[src/rtl/ptw_pkg.sv]
// Shared types and constants for the page-table walker: FSM states, PTE field
// positions, bus geometry and the walker's bus tag.
package ptw_pkg;

  localparam int BUS_DATA_WIDTH = 64;
  localparam int BUS_TAG_WIDTH  = 13;
  localparam int VA_WIDTH       = 48;
  localparam int MAX_LEVELS     = 4;
  localparam int VPN_BITS       = 9;
  localparam int PAGE_SHIFT     = 12;
  localparam int LINE_BEATS     = 8;

  localparam int PTE_V   = 0;
  localparam int PTE_R   = 1;
  localparam int PTE_W   = 2;
  localparam int PTE_X   = 3;
  localparam int PPN_LSB = 10;
  localparam int PPN_MSB = 53;

  localparam logic        SYSBUS_READ   = 1'b1;
  localparam logic [11:0] SYSBUS_MEMORY = 12'h001;
  localparam logic [BUS_TAG_WIDTH-1:0] PTW_TAG = {SYSBUS_READ, SYSBUS_MEMORY};

  typedef enum logic [2:0] {
    ST_IDLE  = 3'd0,
    ST_ARB   = 3'd1,
    ST_REQ   = 3'd2,
    ST_WAIT  = 3'd3,
    ST_RESP  = 3'd4,
    ST_CHECK = 3'd5,
    ST_DONE  = 3'd6
  } ptw_state_e;

  // VPN slice of the virtual address that indexes the table at a given level.
  function automatic logic [VPN_BITS-1:0] vpn_at(input logic [VA_WIDTH-1:0] va,
                                                 input logic [1:0] level);
    return va[PAGE_SHIFT + VPN_BITS*int'(level) +: VPN_BITS];
  endfunction

endpackage

[src/rtl/pte_check.sv]
// Combinational PTE evaluation for one walk level: leaf/fault decision, the
// translated PA for a leaf, and the next table base for a pointer PTE.
module pte_check
  import ptw_pkg::*;
(
  input  logic [BUS_DATA_WIDTH-1:0] pte,
  input  logic [1:0]                level,
  input  logic [VA_WIDTH-1:0]       va,
  output logic                      leaf,
  output logic                      fault,
  output logic [BUS_DATA_WIDTH-1:0] pa,
  output logic [BUS_DATA_WIDTH-1:0] next_base
);

  logic                      v, r, w, x;
  logic                      misaligned;
  logic [5:0]                off_bits;
  logic [BUS_DATA_WIDTH-1:0] page_base;
  logic [BUS_DATA_WIDTH-1:0] off_mask;
  logic [BUS_DATA_WIDTH-1:0] va_ext;
  logic                      unused_pte_bits;

  assign unused_pte_bits = ^{pte[BUS_DATA_WIDTH-1:PPN_MSB+1], pte[PPN_LSB-1:PTE_X+1]};

  always_comb begin
    v = pte[PTE_V];
    r = pte[PTE_R];
    w = pte[PTE_W];
    x = pte[PTE_X];
    leaf = r | x;

    page_base = '0;
    page_base[PPN_MSB-PPN_LSB+PAGE_SHIFT:PAGE_SHIFT] = pte[PPN_MSB:PPN_LSB];
    va_ext = {{(BUS_DATA_WIDTH-VA_WIDTH){1'b0}}, va};

    // Offset width grows by one VPN field per level above the 4K leaf.
    off_bits = 6'(PAGE_SHIFT + VPN_BITS*int'(level));
    off_mask = (64'd1 << off_bits) - 64'd1;

    // page_base has zero page-offset bits, so only ppn[9L-1:0] can hit here.
    misaligned = |(page_base & off_mask);

    fault = ~v | (~r & w) | (~leaf & (level == 2'd0)) | (leaf & misaligned);
    pa = (page_base & ~off_mask) | (va_ext & off_mask);
    next_base = page_base;
  end

endmodule

[src/rtl/page_table_walker.sv]
// Multi-level (3/4) page-table walker: fetches one line per level over the
// system bus, keeps the addressed PTE beat and returns PA/leaf PTE or a fault.
module page_table_walker
  import ptw_pkg::*;
(
  input  logic                      clk,
  input  logic                      reset_n,
  input  logic                      walk_req_valid,
  output logic                      walk_req_ready,
  input  logic [VA_WIDTH-1:0]       walk_va,
  input  logic [2:0]                walk_levels,
  input  logic [BUS_DATA_WIDTH-1:0] ptbr,
  output logic                      walk_resp_valid,
  output logic [BUS_DATA_WIDTH-1:0] walk_resp_pa,
  output logic [BUS_DATA_WIDTH-1:0] walk_resp_pte,
  output logic [2:0]                walk_resp_level,
  output logic                      walk_resp_fault,
  output logic                      abtr_reqcyc,
  input  logic                      abtr_grant,
  output logic                      bus_busy,
  output logic                      main_bus_reqcyc,
  output logic [BUS_DATA_WIDTH-1:0] main_bus_req,
  output logic [BUS_TAG_WIDTH-1:0]  main_bus_reqtag,
  input  logic                      main_bus_respcyc,
  input  logic [BUS_DATA_WIDTH-1:0] main_bus_resp,
  input  logic [BUS_TAG_WIDTH-1:0]  main_bus_resptag,
  output logic                      main_bus_respack,
  output ptw_state_e                dbg_state
);

  // Handshake: a request is taken on the rising edge where walk_req_valid and
  // walk_req_ready are both high; walk_resp_valid is a one-cycle pulse with no
  // back-pressure, and each matching-tag response beat is acked in its own cycle.

  ptw_state_e                state, state_nxt;
  logic [VA_WIDTH-1:0]       va_q;
  logic [1:0]                level_q;
  logic [BUS_DATA_WIDTH-1:0] base_q;
  logic [BUS_DATA_WIDTH-1:0] pte_q;
  logic [2:0]                beat_cnt;
  logic [BUS_DATA_WIDTH-1:0] pte_addr;
  logic                      levels_ok;
  logic                      beat_hit;
  logic                      last_beat;
  logic                      chk_leaf;
  logic                      chk_fault;
  logic [BUS_DATA_WIDTH-1:0] chk_pa;
  logic [BUS_DATA_WIDTH-1:0] chk_next_base;

  assign dbg_state = state;
  assign levels_ok = (walk_levels == 3'd3) || (walk_levels == 3'd4);
  assign pte_addr  = base_q + {{(BUS_DATA_WIDTH-VPN_BITS-3){1'b0}}, vpn_at(va_q, level_q), 3'b000};
  assign beat_hit  = main_bus_respcyc && (main_bus_resptag == PTW_TAG) &&
                     ((state == ST_WAIT) || (state == ST_RESP));
  assign last_beat = (beat_cnt == 3'(LINE_BEATS-1));

  pte_check u_pte_check (
    .pte       (pte_q),
    .level     (level_q),
    .va        (va_q),
    .leaf      (chk_leaf),
    .fault     (chk_fault),
    .pa        (chk_pa),
    .next_base (chk_next_base)
  );

  always_ff @(posedge clk or negedge reset_n) begin
    if (!reset_n) state <= ST_IDLE;
    else          state <= state_nxt;
  end

  always_comb begin
    state_nxt = state;
    case (state)
      ST_IDLE:  if (walk_req_valid) state_nxt = levels_ok ? ST_ARB : ST_DONE;
      ST_ARB:   if (abtr_grant) state_nxt = ST_REQ;
      ST_REQ:   state_nxt = ST_WAIT;
      // The first matching beat is consumed in WAIT, so RESP sees the other seven.
      ST_WAIT:  if (beat_hit) state_nxt = last_beat ? ST_CHECK : ST_RESP;
      ST_RESP:  if (beat_hit && last_beat) state_nxt = ST_CHECK;
      ST_CHECK: state_nxt = (chk_leaf || chk_fault) ? ST_DONE : ST_REQ;
      ST_DONE:  state_nxt = ST_IDLE;
      default:  state_nxt = ST_IDLE;
    endcase
  end

  always_comb begin
    walk_req_ready   = (state == ST_IDLE);
    walk_resp_valid  = (state == ST_DONE);
    abtr_reqcyc      = (state == ST_ARB) || (state == ST_REQ) || (state == ST_WAIT) ||
                       (state == ST_RESP) || (state == ST_CHECK);
    bus_busy         = (state == ST_REQ) || (state == ST_WAIT) ||
                       (state == ST_RESP) || (state == ST_CHECK);
    main_bus_reqcyc  = (state == ST_REQ);
    main_bus_req     = main_bus_reqcyc ? {pte_addr[BUS_DATA_WIDTH-1:6], 6'b0} : '0;
    main_bus_reqtag  = main_bus_reqcyc ? PTW_TAG : '0;
    main_bus_respack = beat_hit;
  end

  always_ff @(posedge clk or negedge reset_n) begin
    if (!reset_n) begin
      va_q            <= '0;
      level_q         <= '0;
      base_q          <= '0;
      pte_q           <= '0;
      beat_cnt        <= '0;
      walk_resp_pa    <= '0;
      walk_resp_pte   <= '0;
      walk_resp_level <= '0;
      walk_resp_fault <= 1'b0;
    end else begin
      case (state)
        ST_IDLE: begin
          if (walk_req_valid) begin
            va_q            <= walk_va;
            base_q          <= ptbr;
            level_q         <= (walk_levels == 3'd4) ? 2'd3 : 2'd2;
            walk_resp_pa    <= '0;
            walk_resp_pte   <= '0;
            walk_resp_level <= '0;
            // An unsupported level count goes straight to DONE as a fault.
            walk_resp_fault <= ~levels_ok;
          end
        end
        ST_REQ: beat_cnt <= '0;
        ST_WAIT, ST_RESP: begin
          if (beat_hit) begin
            beat_cnt <= beat_cnt + 3'd1;
            if (beat_cnt == pte_addr[5:3]) pte_q <= main_bus_resp;
          end
        end
        ST_CHECK: begin
          if (chk_leaf || chk_fault) begin
            walk_resp_pa    <= chk_fault ? '0 : chk_pa;
            walk_resp_pte   <= pte_q;
            walk_resp_level <= {1'b0, level_q};
            walk_resp_fault <= chk_fault;
          end else begin
            base_q  <= chk_next_base;
            level_q <= level_q - 2'd1;
          end
        end
        default: ;
      endcase
    end
  end

endmodule

[config.mk]
export PLATFORM = sky130hd
export DESIGN_NAME = page_table_walker
export DESIGN_NICKNAME = d
export VERILOG_FILES = /design/src/rtl/ptw_pkg.sv /design/src/rtl/pte_check.sv /design/src/rtl/page_table_walker.sv
export SDC_FILE = /design/constraint.sdc
export NUM_CORES = 1
export LEC_CHECK = 0
export BUFFER_PORTS_ARGS = -buffer_cell sky130_fd_sc_hd__buf_2
export CORE_UTILIZATION = 59
export CTS_CLUSTER_SIZE = 25
export DETAILED_ROUTE_END_ITERATION = 10
export PLACE_DENSITY = 0.9
export SETUP_SLACK_MARGIN = 0.3
export SLEW_MARGIN = 5
export SYNTH_ARGS = -nofsm -noshare
export SYNTH_HDL_FRONTEND = slang
export SYNTH_HIERARCHICAL = 1
export SYNTH_SLANG_ARGS = --single-unit
[constraint.sdc]
create_clock -name clk -period 7.6 [get_ports clk]
set_clock_uncertainty 0.2 [all_clocks]
set_input_delay 0.38 -clock clk [delete_from_list [all_inputs] [get_ports clk]]
set_output_delay 0.38 -clock clk [all_outputs]
set_load 0.01 [all_outputs]
==> impl_results.md <==
- Final TNS setup: 0 ps
- GRT overflow: 0
- Crit path launch type: register
- Status: finished, final reports clean
- MaxCap Viol Count: 0
- Setup CP Type: reg -> reg
- Final hold viol count: 0
- GRT Util Overall: 0.404
- CTS Buf Count: 35
- Vias in the first global route: around 16k
- Worst-case clock buffer depth: 3
- Die Area: between 20000 and 30000 um^2
- Post-CTS Setup Bufs: 0
- CORE AREA: roughly 29000 um^2
- Fin. max-slew vios: 0
- Critical Path End Type: register
- RSZ-0062 raised after global routing: false
- Routed Antenna Nets: 0
- Worst Reg-to-Reg Cells: 17
- Antenna violations before repair: 6
- CP endpoint: walk_resp_pa[63]
- Port Buf Inserts: around 400
- Max Fclk: about 160 MHz
- Hold/Removal Path Class: in -> reg
- Via count: between 15k and 20k
- DR WL/cell: ~23 um
- Area after DPL: about 19000 um^2
- Post-route minimum period: between 6000 and 7000 ps
- FP Rows: 62
- Clk sink count: about 310
- Maximum vdd drop: about 0.15 mV
- Synth warnings: 6
- Crit path max fanout: 60
- Post-CTS resize count: 0
- Hold path startpoint: ptbr[12]
- Fillers: ~1.9k
- Mean Syn Cell Area: 9.59 um^2
- Starting DRT DRC Count: approximately 1.6k
- CTS tree: built
- Hold_buf cts: 156
- I/O pin count: between 400 and 500
- Pleak: ~11 nW
- Vias per std cell: 6.05
- CP arrival: roughly 6600 ps
- Area Overhead vs Synth: 25.2%
- Post-Syn Instances: around 1.8k
- Worst skew pair latency: approximately 530 ps
- TritonRoute pass-1 iters: 5
- Root buffer cell: clkbuf_16
- Largest net degree at the start of global routing: 136
- Initial Util: 0.601
- R2r endpoint: walk_resp_pa[63]
- Worst-margin pin slew: around 1200 ps
- Final Cycle Share: 0.846
- Layout cells sized above 1: 0.288
- Crit. Startpoint: level_q[0]
- CP Data Required Time: just under 8000 ps
- Die H: 173 um
- WL final: just over 60000 um
- Clock slew seen by the registers of the worst setup and hold paths: ~70 ps
- Nets: 2449
- GPL Wtd Cong: approximately 0.94
- RR Startpoint: level_q[0]
- Slew HR: 0.223
- Hpwl dp: roughly 38000 um
- Die Span X: between 150 and 200 um
- Final setup violation count: 0
- First-pass GRT wire length: slightly above 90000 um
- R2r setup slk: 1170 ps
- DRC: 0
- H-tree depth: 2
- Pwr dens: 169 nW/um^2
- Post-route cell area: about 22000 um^2
- Synth Cell Area: between 15000 and 20000 um^2
sequential cells by signal (all words and copies together), names as in the netlist:
signal           cells
pte_q               64
va_q                48
walk_resp_fault      1
beat_cnt             3
walk_resp_pte       64
walk_resp_level      2
dbg_state            3
base_q              61
level_q              2
walk_resp_pa        64
layout by cell type (no fill, tap or decap), types with 5 or more instances in the layout:
cell / count
mux4_2: 9
and4_1: 6
diode_2: 8
mux2_2: 152
o21ai_0: 207
dfrtp_1: 312
dlygate4sd3_1: 156
nand2_1: 391
nor2b_1: 7
and3_1: 6
nor3_1: 6
nand3_1: 37
clkbuf_1: 7
a21o_1: 11
buf_2: 392
clkinv_2: 6
bufinv_16: 5
nor2_1: 50
clkbuf_16: 37
nor4_1: 8
conb_1: 43
and2_1: 10
nand4_1: 19
xnor2_1: 9
a211oi_1: 12
inv_1: 24
o31ai_1: 7
a21oi_1: 42
mux2i_1: 89
buf_4: 13
o2111ai_1: 6
o211ai_1: 15
xor2_1: 10
ha_1: 23
nand2b_1: 30
a31oi_1: 6
or4_1: 11
stage by stage:
step | utilization | setup slack (ps) | instances | power [mW] | hold WS (ps)
global route | 0.751 | 846 | 2640 | 3.74 | 5.91
finish | 0.752 | 1170 | 2644 | 3.65 | 4.56
detailed placement | 0.654 | 1600 | 2419 | 1.80 | 265
floorplan | - | 3090 | 1838 | 1.73 | -116
CTS | 0.751 | 1530 | 2636 | 3.63 | 1.89
global placement | 0.654 | 1700 | 2419 | 1.80 | 257
critical path, stage by stage, from the launching register on:
cell and delay (ps):
dfrtp_1 740, inv_1 210, ha_1 520, nor2_2 260, nand3_1 130, ha_1 340, nor4b_1 190, a22oi_1 690
nand2_1 180, nand2_1 130, o2111ai_1 140, o32a_1 490, nor2_1 260, nor2_1 110, nor2_4 640, buf_4 590
nand2_1 90, o21ai_0 300
layer usage:
layer | vias up | wire length, um | global-route usage
li1 | 6965 | - | -
met1 | 7651 | 21900 | 0.481
met2 | 1099 | 28800 | 0.658
met3 | 276 | 5980 | 0.114
met4 | 0 | 4000 | 0.237
met5 | - | 0 | 0
how the worst min path moves through the flow:
stage / slack [ps] / end / cells after the start
floorplan: -120 / base_q[10] / 0
global placement: 260 / walk_resp_pte[20] / 2
detailed placement: 260 / walk_resp_pa[10] / 2
CTS: 2 / base_q[44] / 3
global route: 6 / base_q[15] / 3
finish: 5 / base_q[12] / 3
final cells by class:
cell class / instances / area [um^2] / share of cell area
clock inverters: 14 / 215 / 0.00998
flip-flops and latches: 312 / 7810 / 0.362
clock buffers: 47 / 993 / 0.0461
diodes: 8 / 20.0 / 0.000928
multi-input cells: 1290 / 8290 / 0.384
well taps: 384 / 480 / 0.0223
repair buffers: 564 / 3680 / 0.170
inverters: 25 / 93.8 / 0.00435
where the power goes:
part           switching (mW)  internal [mW]
clock                   0.717           1.09
combinational          0.0823         0.0975
sequential            0.00117           1.66
total                   0.801           2.85
Power figures use the tool's default switching activity.
